`config.mk`:
```
export PLATFORM = sky130hd
export DESIGN_NAME = data_bus_arbiter_flat
export DESIGN_NICKNAME = d
export VERILOG_FILES = /design/src/rtl/data_bus_arbiter_pkg.sv /design/src/rtl/data_bus_arbiter_if.sv /design/src/rtl/data_bus_arbiter_rr.sv /design/src/rtl/data_bus_arbiter.sv /design/src/flat_wrapper.sv
export SDC_FILE = /design/constraint.sdc
export NUM_CORES = 1
export LEC_CHECK = 0
export ABC_AREA = 1
export CAP_MARGIN = 10
export CORE_ASPECT_RATIO = 0.75
export CORE_UTILIZATION = 42
export CTS_CLUSTER_SIZE = 10
export DETAILED_ROUTE_END_ITERATION = 8
export PLACE_DENSITY_LB_ADDON = 0.08
export SYNTH_ARGS = -nofsm -noshare
export SYNTH_HDL_FRONTEND = slang
export SYNTH_HIERARCHICAL = 1
export SYNTH_SLANG_ARGS = --single-unit
```
`constraint.sdc`:
```
create_clock -name clk -period 3.45 [get_ports clk]
set_input_delay 0.345 -clock clk [delete_from_list [all_inputs] [get_ports clk]]
set_output_delay 0.345 -clock clk [all_outputs]
set_load 0.05 [all_outputs]
```
`src/rtl/data_bus_arbiter_pkg.sv`:
```
// Shared types and helpers for the two-port DataBusControl arbiter.
package data_bus_arbiter_pkg;

   typedef enum logic [1:0] {
      ST_IDLE  = 2'd0,
      ST_ISSUE = 2'd1,
      ST_WAIT  = 2'd2,
      ST_RESP  = 2'd3
   } state_t;

   localparam logic [1:0] SIZE_B = 2'b00;
   localparam logic [1:0] SIZE_H = 2'b01;
   localparam logic [1:0] SIZE_W = 2'b10;

   // Size code 11 is never a legal access, so it falls through as misaligned.
   function automatic logic misaligned(
      input logic [1:0] size,
      input logic [1:0] lsb
   );
      logic ok;
      ok = (size == SIZE_B)
         || (size == SIZE_H && !lsb[0])
         || (size == SIZE_W && lsb == 2'b00);
      return !ok;
   endfunction

endpackage

```
`src/rtl/data_bus_arbiter_if.sv`:
```
// Requester, DataBusControl and status signals of the data bus arbiter.
interface data_bus_arbiter_if #(
   parameter int ADDR_WIDTH = 32,
   parameter int DATA_WIDTH = 32
);
   logic                  p0_req;
   logic                  p0_we;
   logic [1:0]            p0_size;
   logic [ADDR_WIDTH-1:0] p0_addr;
   logic [DATA_WIDTH-1:0] p0_wdata;
   logic                  p0_ack;
   logic                  p0_err;

   logic                  p1_req;
   logic                  p1_we;
   logic [1:0]            p1_size;
   logic [ADDR_WIDTH-1:0] p1_addr;
   logic [DATA_WIDTH-1:0] p1_wdata;
   logic                  p1_ack;
   logic                  p1_err;

   logic [DATA_WIDTH-1:0] rdata;
   logic                  bus_wd;
   logic                  bus_rd;
   logic [1:0]            bus_size;
   logic [ADDR_WIDTH-1:0] bus_addr;
   logic [DATA_WIDTH-1:0] bus_wdata;
   logic [DATA_WIDTH-1:0] bus_rdata;
   logic                  bus_ready;
   logic                  bus_busy;
   logic                  busy;
   logic                  owner;

   modport slave (
      input  p0_req, p0_we, p0_size, p0_addr, p0_wdata,
      input  p1_req, p1_we, p1_size, p1_addr, p1_wdata,
      input  bus_rdata, bus_ready, bus_busy,
      output p0_ack, p0_err, p1_ack, p1_err, rdata,
      output bus_wd, bus_rd, bus_size, bus_addr, bus_wdata,
      output busy, owner
   );

   modport master (
      output p0_req, p0_we, p0_size, p0_addr, p0_wdata,
      output p1_req, p1_we, p1_size, p1_addr, p1_wdata,
      output bus_rdata, bus_ready, bus_busy,
      input  p0_ack, p0_err, p1_ack, p1_err, rdata,
      input  bus_wd, bus_rd, bus_size, bus_addr, bus_wdata,
      input  busy, owner
   );

endinterface

```
`src/rtl/data_bus_arbiter_rr.sv`:
```
// Two-input arbiter: round-robin on last grant, or fixed port-0 priority.
module rr_arbiter2 (
   input  logic [1:0] i_req,
   input  logic       i_last,
   input  logic       i_fixed,
   output logic       o_gnt,
   output logic       o_valid
);

   always_comb begin
      o_valid = |i_req;
      o_gnt   = i_req[1];
      if (&i_req) begin
         o_gnt = i_fixed ? 1'b0 : ~i_last;
      end
   end

endmodule

```
`src/rtl/data_bus_arbiter.sv`:
```
// Serialises port 0 (core) and port 1 (loader/debug) onto DataBusControl,
// with alignment check and WAIT timeout.
module data_bus_arbiter
   import data_bus_arbiter_pkg::*;
#(
   parameter int ADDR_WIDTH = 32,
   parameter int DATA_WIDTH = 32,
   parameter int TIMEOUT    = 16,
   parameter int FIXED_PRIO = 0
) (
   input  logic              clk,
   input  logic              rst,
   data_bus_arbiter_if.slave bif
);

   localparam int CW = (TIMEOUT > 2) ? $clog2(TIMEOUT) : 1;
   localparam logic [CW-1:0] CNT_MAX = CW'(TIMEOUT - 1);

   state_t                r_state;
   state_t                w_next;
   logic                  r_we;
   logic [1:0]            r_size;
   logic [ADDR_WIDTH-1:0] r_addr;
   logic [DATA_WIDTH-1:0] r_wdata;
   logic [DATA_WIDTH-1:0] r_rdata;
   logic                  r_owner;
   logic                  r_last;
   logic                  r_err;
   logic [CW-1:0]         r_cnt;

   logic                  w_gnt;
   logic                  w_valid;
   logic                  w_take;
   logic                  w_mis;
   logic                  w_tmo;
   logic                  w_we;
   logic [1:0]            w_size;
   logic [ADDR_WIDTH-1:0] w_addr;
   logic [DATA_WIDTH-1:0] w_wdata;

   rr_arbiter2 u_arb (
      .i_req   ({bif.p1_req, bif.p0_req}),
      .i_last  (r_last),
      .i_fixed (FIXED_PRIO != 0),
      .o_gnt   (w_gnt),
      .o_valid (w_valid)
   );

   assign w_we    = w_gnt ? bif.p1_we    : bif.p0_we;
   assign w_size  = w_gnt ? bif.p1_size  : bif.p0_size;
   assign w_addr  = w_gnt ? bif.p1_addr  : bif.p0_addr;
   assign w_wdata = w_gnt ? bif.p1_wdata : bif.p0_wdata;
   assign w_mis   = misaligned(w_size, w_addr[1:0]);
   assign w_take  = bif.bus_ready && w_valid;
   assign w_tmo   = (r_cnt == CNT_MAX);

   always_comb begin
      w_next = r_state;
      unique case (r_state)
         ST_IDLE:  if (w_take) w_next = w_mis ? ST_RESP : ST_ISSUE;
         ST_ISSUE: w_next = ST_WAIT;
         ST_WAIT:  if (!bif.bus_busy || w_tmo) w_next = ST_RESP;
         ST_RESP:  w_next = ST_IDLE;
         default:  w_next = ST_IDLE;
      endcase
   end

   always_ff @(posedge clk or negedge rst) begin
      if (!rst) begin
         r_state <= ST_IDLE;
         r_we    <= 1'b0;
         r_size  <= SIZE_B;
         r_addr  <= '0;
         r_wdata <= '0;
         r_rdata <= '0;
         r_owner <= 1'b1;
         r_last  <= 1'b1;
         r_err   <= 1'b0;
         r_cnt   <= '0;
      end else begin
         r_state <= w_next;
         case (r_state)
            ST_IDLE: begin
               if (w_take) begin
                  r_we    <= w_we;
                  r_size  <= w_size;
                  r_addr  <= w_addr;
                  r_wdata <= w_wdata;
                  r_owner <= w_gnt;
                  r_err   <= w_mis;
               end
            end
            ST_ISSUE: r_cnt <= '0;
            ST_WAIT: begin
               r_cnt <= r_cnt + 1'b1;
               if (!bif.bus_busy) begin
                  r_err <= 1'b0;
                  if (!r_we) r_rdata <= bif.bus_rdata;
               end else if (w_tmo) begin
                  r_err <= 1'b1;
               end
            end
            ST_RESP: r_last <= r_owner;
            default: ;
         endcase
      end
   end

   assign bif.bus_wd    = (r_state == ST_ISSUE) &&  r_we;
   assign bif.bus_rd    = (r_state == ST_ISSUE) && !r_we;
   assign bif.bus_size  = r_size;
   assign bif.bus_addr  = r_addr;
   assign bif.bus_wdata = r_wdata;
   assign bif.rdata     = r_rdata;
   assign bif.busy      = (r_state != ST_IDLE);
   assign bif.owner     = r_owner;
   assign bif.p0_ack    = (r_state == ST_RESP) && !r_owner;
   assign bif.p1_ack    = (r_state == ST_RESP) &&  r_owner;
   assign bif.p0_err    = bif.p0_ack && r_err;
   assign bif.p1_err    = bif.p1_ack && r_err;

endmodule

```
`src/flat_wrapper.sv`:
```
// flat-port wrapper written by rule: the top's interface ports become plain ports
module data_bus_arbiter_flat import data_bus_arbiter_pkg::*;
#(
   parameter int ADDR_WIDTH = 32,
   parameter int DATA_WIDTH = 32,
   parameter int TIMEOUT    = 16,
   parameter int FIXED_PRIO = 0
)
  (clk, rst, bif_p0_req, bif_p0_we, bif_p0_size, bif_p0_addr, bif_p0_wdata, bif_p1_req, bif_p1_we, bif_p1_size, bif_p1_addr, bif_p1_wdata, bif_bus_rdata, bif_bus_ready, bif_bus_busy, bif_p0_ack, bif_p0_err, bif_p1_ack, bif_p1_err, bif_rdata, bif_bus_wd, bif_bus_rd, bif_bus_size, bif_bus_addr, bif_bus_wdata, bif_busy, bif_owner);
  data_bus_arbiter_if #(.ADDR_WIDTH(ADDR_WIDTH), .DATA_WIDTH(DATA_WIDTH)) bif_i ();
  input  logic clk;
  input  logic rst;
  input wire logic [$bits(bif_i.p0_req)-1:0] bif_p0_req;
  input wire logic [$bits(bif_i.p0_we)-1:0] bif_p0_we;
  input wire logic [$bits(bif_i.p0_size)-1:0] bif_p0_size;
  input wire logic [$bits(bif_i.p0_addr)-1:0] bif_p0_addr;
  input wire logic [$bits(bif_i.p0_wdata)-1:0] bif_p0_wdata;
  input wire logic [$bits(bif_i.p1_req)-1:0] bif_p1_req;
  input wire logic [$bits(bif_i.p1_we)-1:0] bif_p1_we;
  input wire logic [$bits(bif_i.p1_size)-1:0] bif_p1_size;
  input wire logic [$bits(bif_i.p1_addr)-1:0] bif_p1_addr;
  input wire logic [$bits(bif_i.p1_wdata)-1:0] bif_p1_wdata;
  input wire logic [$bits(bif_i.bus_rdata)-1:0] bif_bus_rdata;
  input wire logic [$bits(bif_i.bus_ready)-1:0] bif_bus_ready;
  input wire logic [$bits(bif_i.bus_busy)-1:0] bif_bus_busy;
  output wire logic [$bits(bif_i.p0_ack)-1:0] bif_p0_ack;
  output wire logic [$bits(bif_i.p0_err)-1:0] bif_p0_err;
  output wire logic [$bits(bif_i.p1_ack)-1:0] bif_p1_ack;
  output wire logic [$bits(bif_i.p1_err)-1:0] bif_p1_err;
  output wire logic [$bits(bif_i.rdata)-1:0] bif_rdata;
  output wire logic [$bits(bif_i.bus_wd)-1:0] bif_bus_wd;
  output wire logic [$bits(bif_i.bus_rd)-1:0] bif_bus_rd;
  output wire logic [$bits(bif_i.bus_size)-1:0] bif_bus_size;
  output wire logic [$bits(bif_i.bus_addr)-1:0] bif_bus_addr;
  output wire logic [$bits(bif_i.bus_wdata)-1:0] bif_bus_wdata;
  output wire logic [$bits(bif_i.busy)-1:0] bif_busy;
  output wire logic [$bits(bif_i.owner)-1:0] bif_owner;
  assign bif_i.p0_req = bif_p0_req;
  assign bif_i.p0_we = bif_p0_we;
  assign bif_i.p0_size = bif_p0_size;
  assign bif_i.p0_addr = bif_p0_addr;
  assign bif_i.p0_wdata = bif_p0_wdata;
  assign bif_i.p1_req = bif_p1_req;
  assign bif_i.p1_we = bif_p1_we;
  assign bif_i.p1_size = bif_p1_size;
  assign bif_i.p1_addr = bif_p1_addr;
  assign bif_i.p1_wdata = bif_p1_wdata;
  assign bif_i.bus_rdata = bif_bus_rdata;
  assign bif_i.bus_ready = bif_bus_ready;
  assign bif_i.bus_busy = bif_bus_busy;
  assign bif_p0_ack = bif_i.p0_ack;
  assign bif_p0_err = bif_i.p0_err;
  assign bif_p1_ack = bif_i.p1_ack;
  assign bif_p1_err = bif_i.p1_err;
  assign bif_rdata = bif_i.rdata;
  assign bif_bus_wd = bif_i.bus_wd;
  assign bif_bus_rd = bif_i.bus_rd;
  assign bif_bus_size = bif_i.bus_size;
  assign bif_bus_addr = bif_i.bus_addr;
  assign bif_bus_wdata = bif_i.bus_wdata;
  assign bif_busy = bif_i.busy;
  assign bif_owner = bif_i.owner;
  data_bus_arbiter #(.ADDR_WIDTH(ADDR_WIDTH), .DATA_WIDTH(DATA_WIDTH), .TIMEOUT(TIMEOUT), .FIXED_PRIO(FIXED_PRIO)) u_core (.clk(clk), .rst(rst), .bif(bif_i));
endmodule
```
Word-level counts from Yosys, hierarchy flattened
Index checks and enable logic that the tools add are counted.
- memories kept: 0
- output and inout bits: 106
- ROM bits: 0
- latch bits: 0
- word-level logic and storage cells: 66
- bits in registers: 108
- memory bits (writable): 0
- muxes and demuxes: 14
- reduce and logical (&&, ||, !) cells: 29
- add/subtract/negate cells: 1
- div/mod/pow operators: 0
- $mul: 0
- bitwise operators: 3
- shifts and indexed selects: 0
- order comparisons: 0
- equality and inequality tests: 9
- operators with widths (operator ; number):
    $mux W32 ; 2
    $logic_and A1 B1 Y1 ; 9
    $mux W2 ; 4
    $pmux W2 S4 ; 1
    $pmux W4 S2 ; 1
    $eq A2 B2 Y1 const B ; 3
    $logic_not A2 Y1 ; 3
    $reduce_and A2 Y1 ; 3
    $reduce_and A3 Y1 ; 2
    $reduce_bool A2 Y1 ; 3
    $logic_not A1 Y1 ; 5
    $mux W1 ; 5
    $add A4 B1 Y4 const B ; 1
    $eq A2 B1 Y1 const B ; 2
    $eq A4 B4 Y1 const B ; 1
    $ne A2 B1 Y1 const B ; 2
    $logic_or A1 B1 Y1 ; 3
    $ne A3 B2 Y1 const B ; 1
    $not A1 Y1 ; 3
    $pmux W1 S2 ; 1
    $reduce_or A2 Y1 ; 1

Logic depth before layout (Yosys ltp)
- depth after elaboration: 10
- gate-level depth with buffers: 14
- mapped depth without buffers: 13

Modules after synthesis
The synthesis kept the hierarchy.
- by module, submodules not included (module ; instances ; sequential area each (um^2) ; cells an instance ; area each (um^2)):
    data_bus_arbiter ; 1 ; 2705.1 ; 525 ; 5046.1
    rr_arbiter2 ; 1 ; 0.0 ; 7 ; 36.3

Worst setup path after synthesis
Ideal clock, no wire load.
- kind: register -> output
- from: register u_core.r_state[0]
- to: output bif_p0_err
- arrival: 1668 ps
- path buffers: 0
- slack: 1437 ps
- cell stages (with the launch flop): 4
- cells stage by stage: dfrtp_1 > ha_1 > inv_1 > nor3_1
- cells in the longest elaborated chain, start to end: 3
- RTL lines (what ; line ; text):
    from (decl) ; data_bus_arbiter.sv:19 ; state_t r_state;
    from (signal assigned) ; data_bus_arbiter.sv:81 ; r_state <= w_next;
    $eq A2 B2 Y1 ; data_bus_arbiter.sv:117 ; assign bif.p0_ack = (r_state == ST_RESP) && !r_owner;
    $logic_and A1 B1 Y1 ; data_bus_arbiter.sv:117 ;
    $logic_and A1 B1 Y1 ; data_bus_arbiter.sv:119 ; assign bif.p0_err = bif.p0_ack && r_err;
    to (decl) ; flat_wrapper.sv:27 ; output wire logic [$bits(bif_i.p0_err)-1:0] bif_p0_err;
No other way between the ends.

Final worst setup path
- from: register u_core.r_state[0]
- to: output bif_busy
- cells in the longest elaborated chain, start to end: 1
- RTL lines (what ; line ; text):
    $reduce_bool A2 Y1 ; data_bus_arbiter.sv:115 ; assign bif.busy = (r_state != ST_IDLE);
    to (decl) ; flat_wrapper.sv:36 ; output wire logic [$bits(bif_i.busy)-1:0] bif_busy;
No other way between the ends.

==> impl_metrics.toml <==
[global_route]
initial_antenna_violation_count = 0
largest_net_degree_at_the_start_of_global_routing = 87
globalRoute.totalOverflow = 0
vias_in_the_first_global_route = 4692
grt_util_all_layers_pct = 24.23
grt_pass1_wl_um = 23560

[worst_setup_path]
timing.critical_path.buf_inv = 3
worst_setup_path_start_kind = "flop"
slowest_delay_ps = 830
worst_path_most_repeated_cell = "sky130_fd_sc_hd__inv_1"
timing.critical_path.max_delay_family = "buffers and inverters"
worstSetupPathType = "reg2out"
endpoint_required_time_on_the_critical_path_ps = 3110
timing.critical_path.cells = "inv_1 > ha_1 > inv_1 > clkdlybuf4s50_1"
worst_ep_arrival_time_ps = 2060
end_kind = "primary output"
slowest_stage = "sky130_fd_sc_hd__clkdlybuf4s50_1"
cp_max_fo = 5

[routing]
wl_per_cell_um = 15.61
detail_route.iter0.violations = 202
routed_wirelength_um = 14940
drcViolationCount = 0
num_vias = 4633
postRouteAntennaNets = 0
drtPass1Iterations = 4
vias_per_cell = 4.841

[logic_synthesis]
yosys.area.top_type = "sky130_fd_sc_hd__dfrtp_1"
asyncSetResetFlopFracSynth_pct = 100.0
netlist_top_cells_area = "sky130_fd_sc_hd__dfrtp_1, sky130_fd_sc_hd__nor2_1, sky130_fd_sc_hd__o31ai_1, sky130_fd_sc_hd__mux2_4, sky130_fd_sc_hd__nand2_1"
postSynthRegisterBits = 108
post_synth_instance_area_sq_um = 5082
synth.avg_cell_area_sq_um = 9.553
yosysUniqueCellTypes = 25
dominantRegCellSynth = "sky130_fd_sc_hd__dfrtp_1"
yosysTopAreaCellShare_pct = 52.19
netlist_instances = 532
synthesis.nets = 709
number_of_enable_type_register_cells_in_the_synthesized_netlist = 0
ys_seq_area_share_pct = 53.23
synthesis.yosys.warnings = 6

[timing]
slew-limit-headroom_pct = 51.14
achievable_freq_mhz = 415.2
setup_viol_count_final = 0
setup_tns_ps = 0
grt_setup_unrepaired = "no"
hold_violations = 0
post_layout_min_period_ps = 2408
worst_clock_skew_ps = 5.959
tightest_slew_ps = 732.8
final_max_slew_viol_count = 0
min_period_over_period_pct = 69.81

[clocking]
clock_latency_ps = 340
cts.root.buffer_cell = "sky130_fd_sc_hd__clkbuf_16"
path_clk_slew_ps = 70
cts_hold_repair_buffers = 0
cts-resized-gates = 0
cts_max_level = 3
clkSinkCount = 108
cts_post_setup_buffers_inserted = 0
max-clock-path-buffers = 2
tritoncts = "yes"
numCtsBuffers = 9

[pwr]
design_power_total_mw = 8.177
power_density_nw_per_um2 = 996.8
p_leak_nw = 3.741
vdd.ir_drop.worst_v = 0.0004943

[layout]
nFillCells = 887
relative_area_change_from_synthesis_to_final_layout_pct = 61.40
multiInputGateArea_sq_um = 2092
ff_latch_area_sq_um = 2705
antenna_diode_count = 0
final_area_sq_um = 8203
layout-drive-gt1-share_pct = 7.673
nets = 968

[die]
io_pins = 278
placementRows = 34
die_h_um = 97.27
die_width_um = 129.0
floorplan.initialDensity_pct = 43.44
die_area_sq_um = 12550
core-area_sq_um = 11700

[placement]
dp_hpwl_um = 11010
port-buffer-count = 277
routabilityCongestion = 0.8252
post_dp_cell_area_sq_um = 7920

[run]
drv_cap = 0

[min_path]
worstHoldPathType = "in2async"

[status]
result_of_the_run = "complete, no violations"
==> registers in the layout, indices dropped and copies added, names as in the netlist <==
name and count:
u_core/bif.bus_addr 32, u_core/bif.bus_size 2, u_core/bif.bus_wdata 32, u_core/bif.owner 1, u_core/bif.rdata 32, u_core/r_cnt 4
u_core/r_err 1, u_core/r_last 1, u_core/r_state 2, u_core/r_we 1
==> routing by layer <==
metal	share of wire (%)	GRT usage [%]	vias up
met3	7.7	7.379	18
met1	41	28.24	2180
met5	0	0	-
li1	-	-	2259
met4	1.9	7.149	0
met2	50	42.58	176
==> cell usage after synthesis, types with 2 or more instances <==
| library cell | count |
|---|---|
| sky130_fd_sc_hd__ha_1 | 5 |
| sky130_fd_sc_hd__buf_6 | 10 |
| sky130_fd_sc_hd__nor2_4 | 2 |
| sky130_fd_sc_hd__buf_1 | 2 |
| sky130_fd_sc_hd__o21ai_0 | 6 |
| sky130_fd_sc_hd__clkbuf_1 | 8 |
| sky130_fd_sc_hd__o31ai_1 | 63 |
| sky130_fd_sc_hd__buf_2 | 12 |
| sky130_fd_sc_hd__nand3_1 | 6 |
| sky130_fd_sc_hd__dfstp_2 | 2 |
| sky130_fd_sc_hd__inv_2 | 2 |
| sky130_fd_sc_hd__nand2_1 | 112 |
| sky130_fd_sc_hd__dfrtp_1 | 106 |
| sky130_fd_sc_hd__mux2_4 | 30 |
| sky130_fd_sc_hd__buf_4 | 2 |
| sky130_fd_sc_hd__mux2_2 | 2 |
| sky130_fd_sc_hd__nor2_1 | 133 |
| sky130_fd_sc_hd__inv_1 | 18 |
| sky130_fd_sc_hd__a21oi_1 | 5 |
==> cell usage in the layout, fill, tap and decap left out, types with 3 or more instances in the layout <==
cell type | synthesis | final
sky130_fd_sc_hd__a21oi_1 | 5 | 5
sky130_fd_sc_hd__buf_12 | 0 | 3
sky130_fd_sc_hd__buf_4 | 2 | 3
sky130_fd_sc_hd__clkbuf_16 | 0 | 9
sky130_fd_sc_hd__clkdlybuf4s50_1 | 0 | 276
sky130_fd_sc_hd__clkinv_2 | 0 | 3
sky130_fd_sc_hd__dfrtp_1 | 106 | 106
sky130_fd_sc_hd__ha_1 | 5 | 5
sky130_fd_sc_hd__inv_1 | 18 | 18
sky130_fd_sc_hd__mux2_4 | 30 | 30
sky130_fd_sc_hd__nand2_1 | 112 | 111
sky130_fd_sc_hd__nand3_1 | 6 | 5
sky130_fd_sc_hd__nor2_1 | 133 | 133
sky130_fd_sc_hd__o21ai_0 | 6 | 6
sky130_fd_sc_hd__o31ai_1 | 63 | 63
==> path summary, 6_finish.rpt <==
| check | from | endpoint | slack, ps | depth (start not counted) |
|---|---|---|---|---|
| worst max-delay path | u_core/r_state[0]$_DFFE_PN0P_ | bif_busy | 1040 | 4 |
| worst min-delay path | rst | u_core/bif.bus_wdata[2]$_DFFE_PN0P_ | 40 | 1 |
| worst max register to register | u_core/r_last$_DFFE_PN1N_ | u_core/bif.bus_wdata[25]$_DFFE_PN0P_ | 1500 | 7 |
| worst min register to register | u_core/bif.bus_wdata[15]$_DFFE_PN0P_ | u_core/bif.bus_wdata[15]$_DFFE_PN0P_ | 480 | 2 |
| max in group asynchronous | rst | u_core/bif.owner$_DFFE_PN1P_ | 2620 | 2 |
| min in group clk | u_core/bif.bus_wdata[15]$_DFFE_PN0P_ | u_core/bif.bus_wdata[15]$_DFFE_PN0P_ | 480 | 2 |
==> area by class of cell <==
| class | count | share of cell area (%) |
|---|---|---|
| Multi-Input combinational cell | 370 | 25.50 |
| Sequential cell | 108 | 32.98 |
| Tap cell | 162 | 2.471 |
| Clock buffer | 10 | 2.791 |
| Inverter | 20 | 0.9152 |
| Clock inverter | 5 | 0.6559 |
| Timing Repair Buffer | 282 | 34.69 |
==> cell families (layout without fill, tap and decap cells) <==
kind of cell,count (synthesis),count (layout),synth area share [%]
other,1,1,0.07378
xor gates and xnor gates,1,1,0.1724
buffers and inverters,54,317,5.908
and+or+nand+nor,257,257,19.69
AOI/OAI and AO/OA,74,74,10.39
muxes,32,32,9.306
DFF,108,108,53.22
adders and majority gates,5,5,1.231
==> through the flow <==
step	worst slack, ps	utilization, %	instances	hold slack [ps]
after floorplan	1437	-	532	49.41
after global placement	1141	67.70	942	421.8
after detailed placement	1008	67.70	942	431.3
after CTS	1027	70.12	957	56.27
after global routing	924.6	70.12	957	86.88
final	1042	70.12	957	38.24
==> report_power, final <==
group	switching [mW]	internal (mW)	leakage, nW
Combinational	3.13	1.79	2.28
Sequential	0.364	1.88	1.32
Clock	0.452	0.557	0.142
(Power assumes the default switching activity.)
